==> src/rtl/bin2bcd_seq_module.sv <==
// Sequential binary-to-BCD converter (double-dabble, one bit per clock) that
// feeds the two-digit display stage with a registered packed-BCD result.
module bin2bcd_seq_module #(
  parameter int unsigned IN_W = 7
) (
  input  logic            CLK,
  input  logic            RST,
  input  logic            Start,
  input  logic [IN_W-1:0] BinIn,
  output logic            Busy,
  output logic            Done,
  output logic [7:0]      Result,
  output logic            Overflow
);

  typedef enum logic [1:0] {StIdle, StShift, StFin} state_e;

  localparam logic [3:0] LastIter = 4'(IN_W - 1);

  state_e          state_q, state_d;
  logic [IN_W-1:0] bin_q, bin_d;
  logic [11:0]     scratch_q, scratch_d, scratch_adj;
  logic [3:0]      cnt_q, cnt_d;
  logic [7:0]      result_q, result_d;
  logic            overflow_q, overflow_d;
  logic            done_q, done_d;

  // Add-3 correction per nibble, no carry between digits.
  always_comb begin
    scratch_adj = scratch_q;
    for (int i = 0; i < 3; i++) begin
      if (scratch_q[4*i +: 4] >= 4'd5) begin
        scratch_adj[4*i +: 4] = scratch_q[4*i +: 4] + 4'd3;
      end
    end
  end

  always_comb begin
    state_d    = state_q;
    bin_d      = bin_q;
    scratch_d  = scratch_q;
    cnt_d      = cnt_q;
    result_d   = result_q;
    overflow_d = overflow_q;
    done_d     = 1'b0;
    case (state_q)
      StIdle: begin
        if (Start) begin
          bin_d     = BinIn;
          scratch_d = '0;
          cnt_d     = '0;
          state_d   = StShift;
        end
      end
      StShift: begin
        scratch_d = {scratch_adj[10:0], bin_q[IN_W-1]};
        bin_d     = bin_q << 1;
        cnt_d     = cnt_q + 4'd1;
        if (cnt_q == LastIter) begin
          state_d = StFin;
        end
      end
      StFin: begin
        result_d   = scratch_q[7:0];
        overflow_d = |scratch_q[11:8];
        done_d     = 1'b1;
        state_d    = StIdle;
      end
      default: state_d = StIdle;
    endcase
  end

  always_ff @(posedge CLK) begin
    if (RST) begin
      state_q    <= StIdle;
      bin_q      <= '0;
      scratch_q  <= '0;
      cnt_q      <= '0;
      result_q   <= '0;
      overflow_q <= 1'b0;
      done_q     <= 1'b0;
    end else begin
      state_q    <= state_d;
      bin_q      <= bin_d;
      scratch_q  <= scratch_d;
      cnt_q      <= cnt_d;
      result_q   <= result_d;
      overflow_q <= overflow_d;
      done_q     <= done_d;
    end
  end

  assign Busy     = (state_q != StIdle);
  assign Done     = done_q;
  assign Result   = result_q;
  assign Overflow = overflow_q;

endmodule

==> config.mk <==
export PLATFORM = sky130hd
export DESIGN_NAME = bin2bcd_seq_module
export DESIGN_NICKNAME = d
export VERILOG_FILES = /design/src/rtl/bin2bcd_seq_module.sv
export SDC_FILE = /design/constraint.sdc
export NUM_CORES = 1
export LEC_CHECK = 0
export ABC_AREA = 1
export CORE_ASPECT_RATIO = 1.2
export CORE_MARGIN = 5
export CORE_UTILIZATION = 60
export CTS_CLUSTER_DIAMETER = 120
export CTS_CLUSTER_SIZE = 12
export DETAILED_ROUTE_END_ITERATION = 10
export DONT_BUFFER_PORTS = 1
export PLACE_DENSITY_LB_ADDON = 0.12
export RECOVER_POWER = 100
export SLEW_MARGIN = 15
export SYNTH_ARGS = -nofsm -noshare
export SYNTH_HDL_FRONTEND = slang
export SYNTH_SLANG_ARGS = --single-unit
==> constraint.sdc <==
create_clock -name CLK -period 3.4 [get_ports CLK]
set_input_delay 0.68 -clock CLK [delete_from_list [all_inputs] [get_ports CLK]]
set_output_delay 0.68 -clock CLK [all_outputs]
set_load 0.05 [all_outputs]
==> results.cfg <==
[sta]
post-route-period-util = 0.701
max_freq_mhz = 420
maxSlewViolCount = 0
setup_viol = 0
finClkSkew_ns = 0.00841
finalCriticalPeriod_ns = 2.38
rsz0062_at_grt = false
worst_pin_slew_ns = 1.41
relSlewSlack = 0.0590
fin_setup_tns_ns = 0
final_hold_viol_count = 0

[power]
p_per_area_nw_per_um2 = 426
vdd_drop_max_mv = 0.319
p_leak_uw = 0.000734
finalPower_uw = 733

[flow_run]
drv_cap = 0

[cts]
numCtsBuffers = 5
root_buffer = clkbuf_4
cts_tree = done
clkSlewWorstSetupHoldPaths_ns = 0.11
cts_hold_buf = 0
htree_levels = 2
cts_setup_buffers = 0
clockBufferDepth = 2
cts.repair.resized = 0
clock_latency_ns = 0.35
cts_sinks = 35

[floorplan]
die_y_um = 68.0
num_rows = 21
coreArea_sq_um = 2760
die_area_sq_um = 3970
pin_count = 21
start_util = 0.610
die_x_um = 58.4

[routing]
drcViolationCount = 0
first_pass_iters = 4
drtIter0Drc = 54
drt_wl_total_mm = 3.47
wire_per_inst_um = 13.1
vias = 1478
antenna_left = 0
viasPerCell = 5.58

[finish]
antennaDiodeCount = 0
drive_above_1_share = 0.0476
fin_nets = 249
area_growth_pct = 2.23

[global_route]
grt_max_degree = 23
globalRoute.totalOverflow = 0
antenna_found_initial = 0
grt_pass1_vias = 1388
grt_usage = 0.190
grt_pass1_wl_mm = 5.71

[worst_setup_path]
r2r_setup_slack_ns = 1.02
worstPathRequired_ns = 3.67
worst-setup-path-type = reg -> reg
critPathMaxFanout = 22
critical_path_arrival_ns = 2.66
cp-end-kind = register
worstSetupStartpoint = state_q[0]
startpoint_type = register
r2r-start = state_q[0]

[synthesis]
synth.most_common_cell = nand2_1
synth_top_cells_by_area = dfxtp_1 (42%), nand2_1 (13%), ha_1 (6.7%), a21oi_1 (5.9%), nand3_1 (5.6%)
synth_largest_area_cell = dfxtp_1
synth_edf_count = 0
synth_nets = 250
synth.cell_area_sq_um = 1680
async_flop_share = 0
yosysWarnings = 0
yosys_most_used_dff = dfxtp_1
ys_ff_latch = 35
synth_cell_type_count = 23
yosys-top-cells-count = nand2_1 (57), dfxtp_1 (35), inv_1 (24), a21oi_1 (20), nor2_1 (20)
synth_cells = 231
synth_top_area_share = 0.416
yosysSeqAreaShare = 0.416
avgSynthCellArea_sq_um = 7.29

[placement]
numPortBuffers = 0
gp_congestion = 0.753
dpl.hpwl_mm = 2.45

[status]
outcome = finished clean

[hold_path]
hold_path.class = in -> reg
min_from = RST
## report_power, final
part	internal (uW)	switching, uW
clock network	122	141
logic	12.3	34.6
registers	418	5.61
## routing by layer
layer | vias to the layer above | global-route usage | share of wire
met2 | 43 | 0.341 | 0.49
met4 | 0 | 0.0986 | 0.014
met1 | 683 | 0.185 | 0.42
met5 | - | 0 | 0
met3 | 7 | 0.0792 | 0.070
li1 | 745 | - | -
## placed cells by master (no fill, tap or decap)
cell / netlist / routed
inv_1: 24 / 25
clkbuf_4: 0 / 5
o22ai_1: 1 / 1
nand3_1: 19 / 19
o211ai_1: 4 / 4
clkinv_2: 1 / 1
dfxtp_1: 35 / 35
a31oi_1: 2 / 2
nand2_4: 2 / 2
ha_1: 9 / 9
clkinv_1: 1 / 2
o21ai_0: 11 / 13
nor2_1: 20 / 23
clkbuf_1: 3 / 1
nand4_1: 6 / 6
nand2_1: 57 / 57
nand2_2: 1 / 1
o21ai_1: 5 / 3
a21oi_1: 20 / 20
clkbuf_8: 0 / 2
## critical path: stages, from the launching register on
cell and delay, ns:
dfxtp_1 0.41, clkinv_1 0.09, nor2_1 1.05, nor2_1 0.36, clkinv_1 0.18, nand2_1 0.06, a21oi_1 0.15
## state kept, by name, indices dropped and copies added, names as in the netlist
signal,flops
Result,8
scratch_q,12
state_q,2
Done,1
cnt_q,4
Overflow,1
bin_q,7
## per-stage QoR
stage / setup WS [ns] / cell area, sq um / instances / utilization / hold slack, ns
after floorplan: 1.93 / 1680 / 231 / - / 0.438
after global placement: 1.91 / 1680 / 257 / 0.607 / 0.443
after detailed placement: 1.86 / 1680 / 257 / 0.607 / 0.451
after CTS: 1.51 / 1740 / 265 / 0.632 / 0.374
after global routing: 0.722 / 1720 / 265 / 0.624 / 0.356
final: 1.02 / 1720 / 265 / 0.624 / 0.380
## layout make-up
cell class | count | area, sq um
Fill cell | 269 | 1040
Multi-Input combinational cell | 160 | 803
Sequential cell | 35 | 701
Inverter | 28 | 106
Clock buffer | 8 | 68.8
Tap cell | 34 | 42.5
## worst paths after layout
path,depth (start not counted),to
max,6,cnt_q[2]
min reg2reg,2,scratch_q[9]
max reg2reg,6,cnt_q[2]
min,1,scratch_q[9]
## logic make-up (layout without fill, tap and decap cells)
kind of cell             count (synthesis)  in the layout  synth area share
flip-flops                              35             35             0.416
AO/OA/AOI/OAI                           43             43             0.136
adder cells (fa/ha/maj)                  9              9            0.0669
buffers and inverters                   36             36            0.0936
AND/OR/NAND/NOR                        108            108             0.288
(Power assumes the default switching activity.)
==> patch 1, RTL diff (config.mk and constraints unchanged) <==
The parameter `IN_W` goes from 7 to 5.
--- a/src/rtl/bin2bcd_seq_module.sv
+++ b/src/rtl/bin2bcd_seq_module.sv
@@ -1,7 +1,7 @@
 // Sequential binary-to-BCD converter (double-dabble, one bit per clock) that
 // feeds the two-digit display stage with a registered packed-BCD result.
 module bin2bcd_seq_module #(
-  parameter int unsigned IN_W = 7
+  parameter int unsigned IN_W = 5
 ) (
   input  logic            CLK,
   input  logic            RST,
Interface: changed (resized BinIn); port bits go from 21 to 19. The function was not compared with the original's and may differ.
==> patch 1 against the original RTL <==
Total power fell by 8.9%. Highest routed layer unchanged. Clock skew fell by 0.0015 ns. Largest power group unchanged. Final area is 4.4% lower. Critical path depth grew 1. Routed wire length fell by 3.0%. Worst setup slack improved by 0.091 ns. Sequential power down 6.1%. Synthesized area fell by 1.6%. Sequential cell count is 2 lower.
==> patch 1: results <==
[final_layout]
final_nets = 230
layout-drive-gt1-share = 0.0845

[grt]
track_usage = 0.195
use_met1 = 0.210
met3_usage = 0.0535
met2_usage = 0.347
grt_max_degree = 22

[sta]
worstMarginPinSlew_ns = 1.44
hold_ws_ns = 0.393
fin_crit_sh = 0.674

[synth]
synth_common_cells = 39 x nand2_1, 33 x dfxtp_1, 23 x inv_1, 18 x a21oi_1, 17 x o21ai_0
synth_cell_type_count = 28
synth-seq-area-share = 0.398
synthTopCellsByArea = dfxtp_1 40%, nand2_1 8.8%, ha_1 6.8%
synth_cells = 212

[pwr]
powerClk_w = 0.000225
ir_drop_mv = 0.259
p_int_w = 0.000503
p_per_area_mw_per_mm2 = 406
finalPower_w = 0.000668

[placement]
dp.cells = 240
preCtsSetupSlack_ns = 1.88

[route]
drt_iter0_drc = 52
drtPass1Iterations = 5
wl_met1_um = 1400
dr_wl_met2_um = 1770
post_drt_via_cell_ratio = 5.56

[critical_path]
r2r_slack_ns = 1.11
slowest_delay_ns = 1.08

[run_status]
status = complete, no violations

[clock_tree]
worstSkewPairLatency_ns = 0.33
## patch 1: cell count changes after synthesis, sizes merged, moves of 2 or more
cell | unedited run | this run
dfxtp | 35 | 33
nor2 | 23 | 18
o31ai | 0 | 2
a22oi | 0 | 2
clkinv | 2 | 0
o211ai | 4 | 1
nand2 | 60 | 50
clkbuf | 3 | 1
nand3 | 19 | 14
a21oi | 20 | 25
## patch 1: cells by family after synthesis
logic type | synth area share
and+or+nand+nor | 0.264
AOI/OAI and AO/OA | 0.169
buffers and inverters | 0.100
DFF | 0.398
adders and majority gates | 0.0679
## patch 1: path summary, 6_finish.rpt
| check | from | to | cells after the start |
|---|---|---|---|
| setup / recovery | state_q[0] | scratch_q[3] | 7 |
| hold / removal | RST | scratch_q[2] | 1 |
| setup reg to reg | state_q[0] | scratch_q[3] | 7 |
| hold reg to reg | scratch_q[7] | scratch_q[7] | 2 |
## patch 1: cell type report
class                      count  area share
inverter                      27      0.0692
clock buffer                   7      0.0335
sequential                    33       0.402
tap                           34      0.0259
multi-input combinational    146       0.470
==> patch 2, RTL diff (same flow settings) <==
Without the edit above. Add an input register stage for `Start` and `BinIn`, cleared by the reset; this delays them by one clock.
--- a/src/rtl/bin2bcd_seq_module.sv
+++ b/src/rtl/bin2bcd_seq_module.sv
@@ -16,6 +16,19 @@
   typedef enum logic [1:0] {StIdle, StShift, StFin} state_e;
 
   localparam logic [3:0] LastIter = 4'(IN_W - 1);
+
+  logic Start_q;
+  logic [IN_W-1:0] BinIn_q;
+
+  always_ff @(posedge CLK) begin
+    if (RST) begin
+      Start_q <= '0;
+      BinIn_q <= '0;
+    end else begin
+      Start_q <= Start;
+      BinIn_q <= BinIn;
+    end
+  end
 
   state_e          state_q, state_d;
   logic [IN_W-1:0] bin_q, bin_d;
@@ -45,8 +58,8 @@
     done_d     = 1'b0;
     case (state_q)
       StIdle: begin
-        if (Start) begin
-          bin_d     = BinIn;
+        if (Start_q) begin
+          bin_d     = BinIn_q;
           scratch_d = '0;
           cnt_d     = '0;
           state_d   = StShift;
Function: changed (a bounded check fails within 4 cycles, from zero or initial values and one cycle with RST high).
==> patch 2 against the original RTL <==
Combinational power fell by 14%. Worst setup slack better by 0.54 ns. Synthesized area is 8.9% higher. Count of clock-buffer cells in the layout fell by 2. Highest routed layer unchanged. Sequential cell count up 8. Total power increased by 13%. Routed wire length shrank 4.1%. Global-route usage is 1.9 points lower. Final area rose by 10%. Hold slack worse by 0.0074 ns. Core utilization increased by 0.69 points. Fmax grew 29%.
==> patch 2: results <==
[final_layout]
buffers = 0
nFillCells = 283
antenna_cells = 0
regMostFlops = scratch_q
layout-drive-gt1-share = 0.0328
inverters = 35
clockBufferCount = 6
final_nets = 262
seq_cells = 43
register_area_um2 = 861
clockNetworkAreaShare = 0.0357
multi_input_area_share = 0.416
multi_input_cells = 158

[critical_path]
cpMaxStageDelayCell = dfxtp_1
crit_fanout = 5
slowest_delay_ns = 0.41
arrival_ns = 1.16

[clock_tree]
cts.clk_slew.worst_paths_ns = 0.13
htree_levels = 2
cts_resized = 0
worstSkewPairLatency_ns = 0.35
numCtsBuffers = 5

[synth]
synth_cell_type_count = 21
synthArstFlopShare = 0
synth-seq-area-share = 0.469
yosysWarningCount = 0
syn_avg_cell_area_um2 = 7.52
synth_common_cells = 47 x nand2_1, 43 x dfxtp_1, 32 x inv_1, 29 x a21oi_1, 21 x nor2_1
synth_ff_type = dfxtp_1
synthTopCellsByArea = dfxtp_1 47%, nand2_1 9.6%, a21oi_1 7.9%

[sta]
hold_viol = 0
skew_ns = 0.0133
worstMarginPinSlew_ns = 0.960

[grt]
grt_max_degree = 29
grt_pass1_vias = 1316
grt_pass1_wl_um = 5630
track_usage = 0.171

[hold_path]
hold_class = in -> reg

[pwr]
ir_drop_mv = 0.340
power.leakage_nw = 0.800

[route]
drt_iter0_drc = 67
wire_per_inst_um = 11.9
vias = 1477

[placement]
postPlaceCellArea_mm2 = 0.00183
place_congestion = 0.761
dpl.hpwl_um = 2220

[run_status]
status = complete, no violations
## patch 2: worst max-delay path, delay by kind of cell (launching register included)
family / cells / cell delay [ns]
DFF: 1 / 0.41
buffers and inverters: 1 / 0.33
and+or+nand+nor: 1 / 0.09
## patch 2: final timing paths
check                           startpoint  slack, ns  cells past startpoint      endpoint
worst max-delay path            state_q[0]       1.56                      2          Busy
worst max register to register  state_q[1]       1.82                      4      Overflow
worst min-delay path                   RST       0.37                      1  scratch_q[3]
worst min register to register  BinIn_q[0]       0.45                      2      bin_q[0]
## patch 2: report_power, final
group / total (W) / internal (W) / switching, W
Clock: 0.000269 / 0.000102 / 0.000167
Combinational: 0.0000404 / 0.0000103 / 0.0000301
Sequential: 0.000521 / 0.000515 / 0.00000621
## patch 2: cell families (layout without fill, tap and decap cells)
logic type	Yosys count	in the layout	share of synthesized area
buffers and inverters	43	43	0.0969
DFF	43	43	0.469
AOI/OAI and AO/OA	53	53	0.151
and+or+nand+nor	96	96	0.222
adders and majority gates	9	9	0.0614
## patch 2: per-stage QoR
stage | total power [W] | util | hold WS [ns] | setup WS (ns) | std cells
final | 0.000830 | 0.631 | 0.372 | 1.56 | 280
after floorplan | 0.000573 | - | 0.430 | 1.95 | 244
after global routing | 0.000876 | 0.631 | 0.335 | 1.50 | 280
after detailed placement | 0.000575 | 0.611 | 0.435 | 1.90 | 272
after CTS | 0.000844 | 0.633 | 0.355 | 1.50 | 280
after global placement | 0.000574 | 0.611 | 0.433 | 1.93 | 272
## patch 2: routing by layer
| layer | vias up | global-route usage | wire [um] |
|---|---|---|---|
| met3 | 4 | 0.0474 | 168 |
| met4 | 0 | 0.0651 | 29 |
| li1 | 788 | - | - |
| met2 | 32 | 0.266 | 1510 |
| met5 | - | 0 | 0 |
| met1 | 653 | 0.224 | 1630 |
